**src/rtl/loot_reel_scorer.sv**
```systemverilog
// Loot reel scorer: tracks a claw catching gold/rock loot, reels it in over a
// number of video frames, then awards level-scaled points with 16-bit saturation.
module loot_reel_scorer #(
    parameter int GOLD_VALUE       = 50,
    parameter int ROCK_VALUE       = 10,
    parameter int GOLD_REEL_FRAMES = 30,
    parameter int ROCK_REEL_FRAMES = 60
) (
    input  logic        clk,
    input  logic        resetN,
    input  logic        start_level,
    input  logic [2:0]  level_num,
    input  logic [7:0]  total_amount,
    input  logic [2:0]  caught_loot_type,
    input  logic        start_of_frame,
    output logic [2:0]  loot_in_hand,
    output logic        reel_busy,
    output logic [15:0] score,
    output logic        score_pulse,
    output logic [7:0]  collected_count,
    output logic        level_done
);

    typedef enum logic [2:0] {
        IDLE_ST,
        ARM_ST,
        WAIT_CATCH_ST,
        REEL_ST,
        AWARD_ST,
        DONE_ST
    } state_t;

    state_t      r_state;
    state_t      w_next_state;
    logic [7:0]  r_target;
    logic [7:0]  r_reel_cnt;
    logic [2:0]  r_loot;
    logic        r_busy;
    logic [15:0] r_score;
    logic        r_pulse;
    logic [7:0]  r_count;
    logic        r_done;

    logic        w_catch_valid;
    logic        w_last_frame;
    logic [16:0] w_value;

    // Gold is worth more on later levels; level 0 behaves like level 1.
    function automatic logic [16:0] award_value(input logic [2:0] ltype, input logic [2:0] lvl);
        logic [2:0] sh;
        sh = (lvl <= 3'd1) ? 3'd0 : lvl - 3'd1;
        if (ltype == 3'd1)
            award_value = 17'(GOLD_VALUE) << sh;
        else
            award_value = 17'(ROCK_VALUE);
    endfunction

    function automatic logic [15:0] sat_add(input logic [15:0] a, input logic [16:0] v);
        logic [17:0] s;
        s = {2'b00, a} + {1'b0, v};
        sat_add = (s > 18'h0FFFF) ? 16'hFFFF : s[15:0];
    endfunction

    assign w_catch_valid = (caught_loot_type == 3'd1) || (caught_loot_type == 3'd2);
    assign w_last_frame  = start_of_frame && (r_reel_cnt == 8'd1);
    assign w_value       = award_value(r_loot, level_num);

    always_ff @(posedge clk) begin
        if (resetN)
            r_state <= IDLE_ST;
        else
            r_state <= w_next_state;
    end

    always_comb begin
        w_next_state = r_state;
        case (r_state)
            IDLE_ST:       w_next_state = IDLE_ST;
            ARM_ST:        w_next_state = (total_amount == 8'd0) ? DONE_ST : WAIT_CATCH_ST;
            WAIT_CATCH_ST: if (w_catch_valid) w_next_state = REEL_ST;
            REEL_ST:       if (w_last_frame) w_next_state = AWARD_ST;
            AWARD_ST:      w_next_state = (r_count >= r_target) ? DONE_ST : WAIT_CATCH_ST;
            DONE_ST:       w_next_state = DONE_ST;
            default:       w_next_state = IDLE_ST;
        endcase
        if (start_level)
            w_next_state = ARM_ST;
    end

    // Score is applied on the final frame edge so score_pulse is visible during AWARD_ST.
    always_ff @(posedge clk) begin
        if (resetN) begin
            r_target   <= 8'd0;
            r_reel_cnt <= 8'd0;
            r_loot     <= 3'd0;
            r_busy     <= 1'b0;
            r_score    <= 16'd0;
            r_pulse    <= 1'b0;
            r_count    <= 8'd0;
            r_done     <= 1'b0;
        end else if (start_level) begin
            r_reel_cnt <= 8'd0;
            r_loot     <= 3'd0;
            r_busy     <= 1'b0;
            r_pulse    <= 1'b0;
            r_count    <= 8'd0;
            r_done     <= 1'b0;
            if (level_num <= 3'd1)
                r_score <= 16'd0;
        end else begin
            r_pulse <= 1'b0;
            case (r_state)
                ARM_ST: begin
                    r_target <= total_amount;
                    r_done   <= (total_amount == 8'd0);
                end
                WAIT_CATCH_ST: begin
                    if (w_catch_valid) begin
                        r_loot     <= caught_loot_type;
                        r_busy     <= 1'b1;
                        r_reel_cnt <= (caught_loot_type == 3'd1) ? 8'(GOLD_REEL_FRAMES)
                                                                 : 8'(ROCK_REEL_FRAMES);
                    end
                end
                REEL_ST: begin
                    if (start_of_frame && (r_reel_cnt != 8'd0))
                        r_reel_cnt <= r_reel_cnt - 8'd1;
                    if (w_last_frame) begin
                        r_score <= sat_add(r_score, w_value);
                        r_pulse <= 1'b1;
                        r_count <= (r_count == 8'hFF) ? r_count : r_count + 8'd1;
                        r_loot  <= 3'd0;
                        r_busy  <= 1'b0;
                    end
                end
                AWARD_ST: begin
                    r_done <= (r_count >= r_target);
                end
                default: ;
            endcase
        end
    end

    assign loot_in_hand    = r_loot;
    assign reel_busy       = r_busy;
    assign score           = r_score;
    assign score_pulse     = r_pulse;
    assign collected_count = r_count;
    assign level_done      = r_done;

endmodule

```
**config.mk**
```make
export PLATFORM = sky130hd
export DESIGN_NAME = loot_reel_scorer
export DESIGN_NICKNAME = d
export VERILOG_FILES = /design/src/rtl/loot_reel_scorer.sv
export SDC_FILE = /design/constraint.sdc
export NUM_CORES = 1
export LEC_CHECK = 0
export ABC_AREA = 1
export BUFFER_PORTS_ARGS = -buffer_cell sky130_fd_sc_hd__buf_2
export CORE_ASPECT_RATIO = 0.75
export CORE_MARGIN = 4
export CORE_UTILIZATION = 40
export DETAILED_ROUTE_END_ITERATION = 12
export GPL_ROUTABILITY_DRIVEN = 0
export PLACE_DENSITY = 0.57
export REMOVE_ABC_BUFFERS = 1
export SETUP_SLACK_MARGIN = 0.4
export SLEW_MARGIN = 20
export SYNTH_ARGS = -nofsm -noshare
export SYNTH_HDL_FRONTEND = slang
export SYNTH_SLANG_ARGS = --single-unit
```
**constraint.sdc**
```tcl
create_clock -name clk -period 5.2 [get_ports clk]
set_input_delay 1.04 -clock clk [delete_from_list [all_inputs] [get_ports clk]]
set_output_delay 1.04 -clock clk [all_outputs]
set_load 0.01 [all_outputs]
```
# Yosys cells after proc, flatten, opt, wreduce, memory -nomap -nowiden
# Index checks and enable logic that the tools add are counted.
[word_totals]
word_cells = 80
reg_bits = 49
out_inout_bits = 30
in_bits = 18
[op_classes]
order_cmp = 3
n_addsub = 4
bitwise = 3
n_eq_ne = 16
shifts = 1
muxes = 25
n_reduce_logical = 18
[ops]
columns = ["cell", "n"]
rows = [
  ["16-bit 2-to-1 mux", 5],
  ["3-bit 2-to-1 mux", 7],
  ["16-bit by 17-bit adder with 18-bit output", 1],
  ["18-bit by 16-bit greater-than comparator with 1-bit output, second input constant", 1],
  ["17-bit 2-to-1 mux", 1],
  ["6-bit by 3-bit left shift with 17-bit output, first input constant", 1],
  ["8-bit 2-to-1 mux", 2],
  ["8-bit case mux with 2 select lines", 1],
  ["3-bit case mux with 5 select lines", 1],
  ["3-bit AND reduction", 4],
  ["3-bit by 1-bit equality test with 1-bit output, second input constant", 3],
  ["3-bit by 2-bit equality test with 1-bit output, second input constant", 3],
  ["8-bit by 1-bit adder with 8-bit output, second input constant", 1],
  ["8-bit by 1-bit equality test with 1-bit output, second input constant", 1],
  ["8-bit equality test, second input constant", 1],
  ["8-bit >= comparator", 1],
  ["8-bit logical NOT", 1],
  ["2-bit nonzero test", 4],
  ["8-bit nonzero test", 1],
  ["8-bit by 1-bit subtractor with 8-bit output, second input constant", 1],
  ["3-bit equality test, second input constant", 2],
  ["6-bit 2-to-1 mux", 1],
  ["2-bit inequality test, second input constant", 3],
  ["3-bit inequality test, second input constant", 2],
  ["12 further kinds", 21],
]

# Depth between registers and ports, before layout
# Gate-level depths: netlist (run 1).
[logic_depth]
ltp_word = 10
ltp_mapped = 22

# Worst setup path before layout (run 1)
# OpenSTA, ideal clock, no wires.
[synth_path]
kind = "input-to-reg"
from = "in level_num[1]"
to = "reg r_score[9] (netlist: score[9])"
required_time_ns = 5.068
setup_time_ns = 0.132
t_arrival_ns = 3.353
setup_slack_ns = 1.715
stages = 18
path_cell_list = "inv_1 > ha_1 > a21oi_1 > nor2_1 > nor2_1 > inv_1 > ha_1 > inv_1 > o21ai_0 > ha_1 > fa_1 > nand3_1 > nand3_1 > a21oi_1 > xor2_1 > nand2_1 > nand2_1 > a21oi_1"
[synth_via]
elab_chain_cells = 10
[synth_lines]
columns = ["item", "line", "text"]
rows = [
  ["from (decl)", "12", "input logic [2:0] level_num,"],
  ["3-bit by 1-bit subtractor with 3-bit output / 3-bit by 1-bit less-or-equal comparator with 1-bit output (equally long branches)", "51, 108", ""],
  ["3-bit 2-to-1 mux", "51", "sh = (lvl <= 3'd1) ? 3'd0 : lvl - 3'd1;"],
  ["6-bit by 3-bit left shift with 17-bit output", "53", "award_value = 17'(GOLD_VALUE) << sh;"],
  ["17-bit 2-to-1 mux", "52", "if (ltype == 3'd1)"],
  ["16-bit by 17-bit adder with 18-bit output", "60", "s = {2'b00, a} + {1'b0, v};"],
  ["18-bit by 16-bit greater-than comparator with 1-bit output", "61", "sat_add = (s > 18'h0FFFF) ? 16'hFFFF : s[15:0];"],
  ["16-bit 2-to-1 mux", "61", ""],
  ["16-bit 2-to-1 mux", "128", "if (w_last_frame) begin"],
  ["16-bit 2-to-1 mux", "112", "case (r_state)"],
  ["16-bit 2-to-1 mux", "101", "end else if (start_level) begin"],
  ["to (signal assigned)", "129", "r_score <= sat_add(r_score, w_value);"],
  ["to (decl)", "39", "logic [15:0] r_score;"],
]
# Parallel ways exist; a longest one is shown, timed or not. The select of a mux whose other input is x is not followed.
# A chain may end at the register's enable or synchronous reset.

# Worst setup path in the final report (run 1)
[layout_path]
from = "in level_num[1]"
to = "reg r_score[5] (netlist: score[5])"
# The elaborated chain is that of the path after synthesis.

==> flow_summary_export.csv, run 1 <==
group,metric,value,unit
sta,clock.fmax,260,MHz
grt,grt_max_degree,17,
synthesis,yosys_warnings,0,
synthesis,synthCells,544,
sta,skew,0.00746,ns
clocking,numCtsBuffers,5,
grt,met2_usage,26.6,%
grt,grt-ovfl-total,0,
critical_path,startpoint_type,"input port",
grt,grt_pass1_vias,3071,
finish,antennaDiodeCount,0,
min_path,hold_class,"flip-flop to flip-flop",
synthesis,synth-seq-area-share,27.8,%
sta,period_needed,3.85,ns
finish,nFillCells,913,
die,die_y,89.4,µm
synthesis,synth-edff-count,0,
synthesis,synth_commonest_cells,"nand2_1, inv_1, nor2_1",
run_status,status,"completed",
clocking,cts_tree,"done",
finish,final_layout_size_suffix_gt1_share,13.3,%
sta,finalCritPeriodShare,74.1,%
clocking,post_cts.repair.setup_buffers,0,
drt,vias_per_cell,4.91,
die,die_area,10400,µm²
synthesis,ys.flop_type,"dfxtp_1",
drt,vias,3445,
pwr,pwr_density_cell,201,nW/µm²
synthesis,synth.area.top_cells,"dfxtp_1, nand2_1, ha_1",
clocking,cts_resized,0,
clocking,cts.path.max_buffers,2,
critical_path,critPathArrivalTime,4.04,ns
sta,relSlewSlack,55.9,%
finish,area.growth.synth_to_final,14.0,%
clocking,cts_hold_buf,0,
synthesis,netlist.area_leader.share,27.8,%
grt,top_usage_layer,"met1",
drt,firstDrtPassIters,5,
clocking,cts_root_buffer,"clkbuf_16",
synthesis,ys_types,38,
sta,fin_setup_tns,0,ns
synthesis,synth_top_area_cell,"dfxtp_1",
synthesis,syn_avg_cell_area,6.49,µm²
place,portBuffers,47,
clocking,cts.clk_slew.worst_paths,0.07,ns
grt,use_met3,3.25,%
die,core-area,8530,µm²
drt,ant_nets,0,
critical_path,critical_path_class,"input port to flip-flop",
die,row_count,29,
sta,worst_pin_slew,0.657,ns
finish,fin_nets,641,
sta,rsz0062_at_grt,"no",
sta,setup_viol,0,
synthesis,netlist_area,3530,µm²
clocking,htreeDepth,2,
drt,finalWirelength,9080,µm
sta,slew_violations,0,
pwr,total_power,808,µW
pwr,p_leak,2.06,nW
drt,drt-initial-drc-count,249,
clocking,clk-insertion-delay-late,0.29,ns
grt,antenna_found_initial,0,
die,ios,48,
grt,use_met1,27.1,%
synthesis,synth_seq_cells,49,
die,start_util,41.4,%
drt,drcViolationCount,0,
drt,routedWlPerCell,12.9,µm
sta,hold_viol_final,0,
clocking,clkSinkCount,49,
pwr,vdd_drop_max,134,µV
place,dpl.hpwl,7090,µm
synthesis,yosysMostFrequentCell,"nand2_1",
critical_path,worst-path-max-fanout,10,
run,cap_violations,0,
die,fp.dieW,117,µm
grt,grt.total_usage,18.0,%
critical_path,required,5.39,ns
critical_path,cp-end-kind,"flip-flop",
grt,grt_pass1_wl,14900,µm
synthesis,async_flop_share,0,%
cells by family (layout without fill, tap and decap cells):
group	Yosys count	count (layout)	share of synthesized area, %
AND/OR/NAND/NOR	274	274	34.3
buffers and inverters	94	143	10.3
AO/OA/AOI/OAI	85	85	13.7
flip-flops	49	49	27.8
adder cells (fa/ha/maj)	31	31	11.2
XOR/XNOR	11	11	2.73
cell type report:
class                           instances  area [µm²]  area share [%]
Clock buffer                            7         153            3.79
Clock inverter                          1        5.00           0.124
Tap cell                              108         135            3.36
Timing Repair Buffer                   47         235            5.84
Multi-Input combinational cell        401        2190            54.3
Inverter                               88         333            8.26
Sequential cell                        49         981            24.4
layout by cell type (no fill, tap or decap), types with 3 or more instances in the layout:
cell / n
nor2_4: 3
nand2_4: 3
inv_1: 85
nand3_1: 40
xor2_1: 10
o22ai_1: 3
nand2_1: 145
o21ai_1: 4
nor2_1: 54
dfxtp_1: 49
nand4_1: 10
clkbuf_16: 5
nor2_2: 4
o21a_1: 3
ha_1: 30
nor3_1: 4
o21ai_0: 21
buf_2: 47
a21oi_1: 44
registers in the layout, summed over array words and instances, names as in the netlist:
register	cells
level_done	1
collected_count	8
loot_in_hand	3
score_pulse	1
r_reel_cnt	8
r_state	3
r_target	8
reel_busy	1
score	16
per-layer routing:
layer | part of all wire (%) | up-vias
met4 | 0.72 | 0
met2 | 40 | 67
met1 | 55 | 1529
met5 | 0 | -
met3 | 4.5 | 7
li1 | - | 1842
report_power, final:
| group | switching, mW | total [mW] | leakage [nW] | internal (mW) |
|---|---|---|---|---|
| logic | 0.0496 | 0.0741 | 1.58 | 0.0245 |
| clock network | 0.147 | 0.351 | 0.0799 | 0.204 |
| registers | 0.00229 | 0.383 | 0.396 | 0.380 |
per-stage QoR:
stage	util, %	hold WS (ns)	setup WS, ns	instance area, µm²	std cells
floorplan	-	0.433	1.72	3500	538
global placement	45.4	0.446	1.21	3870	693
global route	47.2	0.482	0.996	4030	701
finish	47.2	0.460	1.35	4030	701
CTS	47.2	0.461	1.36	4030	701
detailed placement	45.4	0.451	1.05	3870	693
worst max-delay path: stages:
cell	delay (ns)
buf_2	0.11
inv_1	0.09
ha_1	0.15
a21oi_1	0.05
nor2_1	0.35
inv_1	0.08
nand2_1	0.11
ha_1	0.15
inv_1	0.05
o21ai_0	0.31
ha_1	0.35
nand3_1	0.10
nand3_1	0.12
nand2_1	0.11
nand2_2	0.11
a21oi_4	0.33
inv_2	0.15
o21ai_0	0.20
nand2_1	0.06
worst paths after layout:
path	start	end	slack, ns	cells past startpoint
worst max-delay path	level_num[1]	score[5]$_SDFFE_PP0P_	1.35	19
worst min-delay path	r_target[7]$_SDFFE_PP0P_	r_target[7]$_SDFFE_PP0P_	0.46	2
worst max register to register	loot_in_hand[0]$_SDFFE_PP0P_	score[5]$_SDFFE_PP0P_	1.98	14
worst min register to register	r_target[7]$_SDFFE_PP0P_	r_target[7]$_SDFFE_PP0P_	0.46	2
Power figures use the tool's default switching activity.
==> run 2: changes to the inputs <==
Settings changed: PLACE_DENSITY 0.57 to 0.59.
Clock period 5.2 ns to 3.2 ns, I/O delays scaled along.
==> flow_summary_export.csv, run 2 (synthesized netlist as in run 1, its figures left out) <==
group,metric,value,unit
run_status,status,"completed",
drt,vias_per_cell,4.93,
pwr,p_leak,2.36,nW
min_path,hold_end,"loot_in_hand[2]$_SDFFE_PP0P_",
clocking,cts_tree,"done",
sta,worst_pin_slew,0.523,ns
critical_path,worstReg2RegStart,"loot_in_hand[0]$_SDFFE_PP0P_",
critical_path,r2r_slack,0.57,ns
sta,clock.fmax,360,MHz
sta,finalCritPeriodShare,86.8,%
clocking,clk-insertion-delay-late,0.30,ns
finish,antennaDiodeCount,0,
die,die_area,10400,µm²
finish,largest_register_ffs,16,
critical_path,critPathArrivalTime,2.95,ns
sta,slew_violations,0,
clocking,cts.clk_slew.worst_paths,0.07,ns
critical_path,startpoint,"level_num[1]",
finish,area.growth.synth_to_final,34.4,%
clocking,numCtsBuffers,5,
clocking,htreeDepth,2,
clocking,cts.path.max_buffers,2,
drt,routedWlPerCell,13.4,µm
grt,grt-ovfl-total,0,
min_path,hold_class,"flip-flop to flip-flop",
critical_path,worst-path-max-fanout,6,
min_path,min_from,"loot_in_hand[2]$_SDFFE_PP0P_",
finish,final_layout_size_suffix_gt1_share,30.5,%
run,cap_violations,0,
drt,drt-initial-drc-count,192,
grt,antenna_found_initial,0,
drt,finalWirelength,9960,µm
grt,grt_max_degree,17,
die,ios,48,
place,dpl.hpwl,7400,µm
sta,hold_viol_final,0,
drt,drcViolationCount,0,
finish,finalNonFillerCells,741,
place,portBuffers,47,
finish,final_common_cell,"nand2_1",
finish,fin_util,55.7,%
finish,mostFrequentLayoutCells,"nand2_1, inv_1, dfxtp_1",
grt,grt_pass1_wl,15900,µm
clocking,clkSinkCount,49,
critical_path,reg2reg_to,"score[14]$_SDFFE_PP0P_",
critical_path,cp-end-kind,"flip-flop",
die,die_y,89.4,µm
pwr,pwr_density_cell,290,nW/µm²
die,fp.dieW,117,µm
sta,setup_viol,0,
die,row_count,29,
grt,grt_pass1_vias,3331,
pwr,vdd_drop_max,183,µV
drt,vias,3654,
place,post-place-cells,729,
place,dp_slack,-0.166,ns
finish,fin_nets,681,
pwr,total_power,1.38,mW
min_path,holdPathStages,2,
drt,ant_nets,0,
sta,layout_setup_ws,0.421,ns
sta,rsz0062_at_grt,"yes",
grt,grt.total_usage,19.3,%
critical_path,startpoint_type,"input port",
sta,skew,0.00831,ns
critical_path,worst-r2r-cell-count,17,
clocking,cts_hold_buf,0,
sta,period_needed,2.78,ns
critical_path,required,3.37,ns
critical_path,critical_path_class,"input port to flip-flop",
drt,firstDrtPassIters,4,
sta,relSlewSlack,65.1,%
die,start_util,41.4,%
clocking,cts_root_buffer,"clkbuf_16",
die,core-area,8530,µm²
run 2: cell type report:
cell class                      count  area, µm²
Tap cell                          108        135
Fill cell                         829       3780
Timing Repair Buffer               87        559
Inverter                           88        345
Sequential cell                    49        981
Clock inverter                      2       17.5
Multi-Input combinational cell    401       2570
Clock buffer                        6        139
run 2: layer usage:
layer	part of all wire, %	GRT usage [%]	vias to the layer above
met2	42	30.1	72
met1	52	27.8	1644
met5	0	0	-
met4	1.6	4.74	0
met3	4.7	3.18	14
li1	-	-	1924
run 2: worst max path at each step:
stage | endpoint | slack [ns] | cells after the start
5_1_grt | score[14]$_SDFFE_PP0P_ | 0.30 | 21
3_3_place_gp | score[15]$_SDFFE_PP0P_ | -0.09 | 19
2_1_floorplan | score[7]$_SDFFE_PP0P_ | 0.12 | 19
6_report | score[14]$_SDFFE_PP0P_ | 0.42 | 21
4_1_cts | score[14]$_SDFFE_PP0P_ | 0.40 | 21
3_5_place_dp | score[14]$_SDFFE_PP0P_ | -0.17 | 19
run 2: metrics by stage:
step | setup TNS, ns | cell area (µm²) | hold slack [ns]
4_1_cts | 0 | 4460 | 0.457
5_1_grt | 0 | 4750 | 0.480
3_3_place_gp | -0.962 | 4140 | 0.444
2_1_floorplan | 0 | 3500 | 0.433
3_5_place_dp | -2.05 | 4140 | 0.445
6_report | 0 | 4750 | 0.454
run 2: power by group:
group | leakage [nW] | internal [mW] | switching, mW
sequential | 0.396 | 0.618 | 0.00386
clock | 0.0775 | 0.316 | 0.263
combinational | 1.88 | 0.0688 | 0.107
run 2: worst max-delay path, stage by stage:
cell and delay (ns):
buf_8 0.09, inv_8 0.03, ha_4 0.15, a21oi_4 0.15
nor2_4 0.07, inv_2 0.07, nand2_4 0.08, inv_2 0.06
ha_1 0.15, inv_2 0.06, o22ai_4 0.18, ha_4 0.22
nand2_2 0.09, inv_2 0.06, a21oi_2 0.14, nand2_2 0.10
a21oi_4 0.24, buf_6 0.17, nand3_2 0.06, nand2_1 0.06
a21oi_1 0.06
run 2: repair_timing:
item                       4_1_cts  5_1_grt
gates cloned                     0        0
setup endpoints to repair       16       16
buffers inserted                 1        3
pin swaps                       11       32
resized for setup               45       63
==> run 3: changes to the inputs <==
Settings changed: CAP_MARGIN set to 30.
Clock period 3.2 ns to 2.51 ns, I/O delays scaled along.
==> flow_summary_export.csv, run 3 (synthesized netlist as in run 1, its figures left out) <==
group,metric,value,unit
run_status,status,"finished with violations",
run_status,violations,"negative setup slack",
clocking,cts.path.max_buffers,2,
critical_path,critPathArrivalTime,2.77,ns
finish,final_common_cell,"nand2_1",
sta,hold_viol_final,0,
drt,firstDrtPassIters,5,
finish,final_layout_size_suffix_gt1_share,33.9,%
clocking,cts_root_buffer,"clkbuf_16",
finish,mostFrequentLayoutCells,"nand2_1, inv_1, buf_4",
grt,grt-ovfl-total,0,
clocking,clk-insertion-delay-late,0.30,ns
sta,skew,0.00568,ns
die,start_util,41.4,%
drt,ant_nets,0,
grt,grt.total_usage,20.2,%
pwr,vdd_drop_max,283,µV
critical_path,cp_slowest_cell,"fa_2",
clocking,cts.clk_slew.worst_paths,0.07,ns
critical_path,required,2.69,ns
critical_path,slowest_delay,0.38,ns
clocking,cts_tree,"done",
critical_path,critical_path_class,"input port to flip-flop",
finish,area.growth.synth_to_final,39.7,%
drt,routedWlPerCell,13.4,µm
die,row_count,29,
die,fp.dieW,117,µm
sta,rsz0062_at_grt,"yes",
critical_path,cp-end-kind,"flip-flop",
finish,finalNonFillerCells,766,
drt,drcViolationCount,0,
critical_path,worstPathCellList,"buf_8, inv_8, ha_4, a21oi_4, nor2_4, inv_2, nand2_4, buf_6, ha_4, inv_1, o21ai_1, ha_2, fa_2, nand3_2, nand3_2, a21oi_2, xor2_1, nand2_1, nand2_1, a21oi_1",
drt,vias_per_cell,4.96,
pwr,p_leak,2.52,nW
clocking,clkSinkCount,49,
sta,worst_pin_slew,0.527,ns
sta,finalCritPeriodShare,103,%
die,core-area,8530,µm²
sta,relSlewSlack,64.8,%
die,die_y,89.4,µm
die,die_area,10400,µm²
finish,fin_nets,706,
grt,grt_pass1_vias,3503,
place,dpl.hpwl,7610,µm
sta,setup_viol,13,
critical_path,crit_buf_inv,5,
finish,antennaDiodeCount,0,
grt,grt_pass1_wl,16700,µm
pwr,pwr_density_cell,345,nW/µm²
min_path,hold_class,"flip-flop to flip-flop",
sta,layout_setup_ws,-0.0801,ns
critical_path,worst-path-max-fanout,3,
place,portBuffers,47,
finish,nFillCells,845,
run,cap_violations,0,
place,dp_slack,-0.759,ns
place,post-place-cells,746,
clocking,numCtsBuffers,5,
sta,period_needed,2.59,ns
grt,grt_max_degree,17,
clocking,htreeDepth,2,
drt,drt-initial-drc-count,192,
finish,largest_register_ffs,16,
critical_path,crit_family,"adder cells",
sta,clock.fmax,386,MHz
sta,slew_violations,0,
critical_path,startpoint_type,"input port",
clocking,cts_hold_buf,0,
drt,vias,3801,
die,ios,48,
drt,finalWirelength,10300,µm
grt,antenna_found_initial,0,
run 3: per-layer routing:
layer | GRT usage (%) | part of all wire, % | up-vias
met4 | 5.16 | 1.8 | 0
met2 | 31.8 | 43 | 83
met5 | 0 | 0 | -
met3 | 3.32 | 5.7 | 17
li1 | - | - | 1970
met1 | 28.8 | 49 | 1731
run 3: final cells by class:
| class | count | area [µm²] | share of cell area, % |
|---|---|---|---|
| clock buffer | 7 | 133 | 2.69 |
| multi-input combinational | 401 | 2560 | 51.9 |
| timing repair buffer | 112 | 769 | 15.6 |
| clock inverter | 1 | 7.51 | 0.152 |
| sequential | 49 | 981 | 19.9 |
| tap | 108 | 135 | 2.74 |
| inverter | 88 | 345 | 7.00 |
run 3: report_power, final:
group	total, mW	leakage [nW]	internal, mW	switching, mW
sequential	0.793	0.396	0.788	0.00513
clock	0.680	0.0641	0.371	0.309
combinational	0.230	2.06	0.0944	0.136
run 3: path summary, 6_finish.rpt:
path                              endpoint  slack, ns  cells after the start                          from
setup reg to reg     score[6]$_SDFFE_PP0P_       0.01                     15  loot_in_hand[0]$_SDFFE_PP0P_
hold reg to reg   r_target[1]$_SDFFE_PP0P_       0.46                      2      r_target[1]$_SDFFE_PP0P_
hold / removal    r_target[1]$_SDFFE_PP0P_       0.46                      2      r_target[1]$_SDFFE_PP0P_
setup / recovery     score[9]$_SDFFE_PP0P_      -0.08                     20                  level_num[1]
run 3: stage by stage:
stage / setup TNS [ns] / utilization, % / hold slack, ns / total power, mW / cell area (µm²)
floorplan: -6.16 / - / 0.433 / 0.910 / 3500
global placement: -9.66 / 50.1 / 0.449 / 0.978 / 4270
detailed placement: -11.52 / 50.1 / 0.453 / 0.982 / 4270
CTS: -1.48 / 55.3 / 0.468 / 1.70 / 4720
global route: -2.53 / 57.9 / 0.475 / 1.78 / 4930
finish: -0.675 / 57.9 / 0.462 / 1.70 / 4930
run 3: what timing repair did:
action / 4_1_cts / 5_1_grt
buffers inserted: 7 / 5
pin swaps: 25 / 28
resized for setup: 77 / 46
endpoints found under the setup margin: 16 / 16
run 3: worst register-to-register path: cells and delay by family, from the launching register on:
| kind | cells | cell delay (ns) |
|---|---|---|
| flip-flops | 1 | 0.33 |
| buffers and inverters | 5 | 0.48 |
| AO/OA/AOI/OAI | 5 | 0.84 |
| AND/OR/NAND/NOR | 4 | 0.38 |
| adder cells (fa/ha/maj) | 1 | 0.32 |
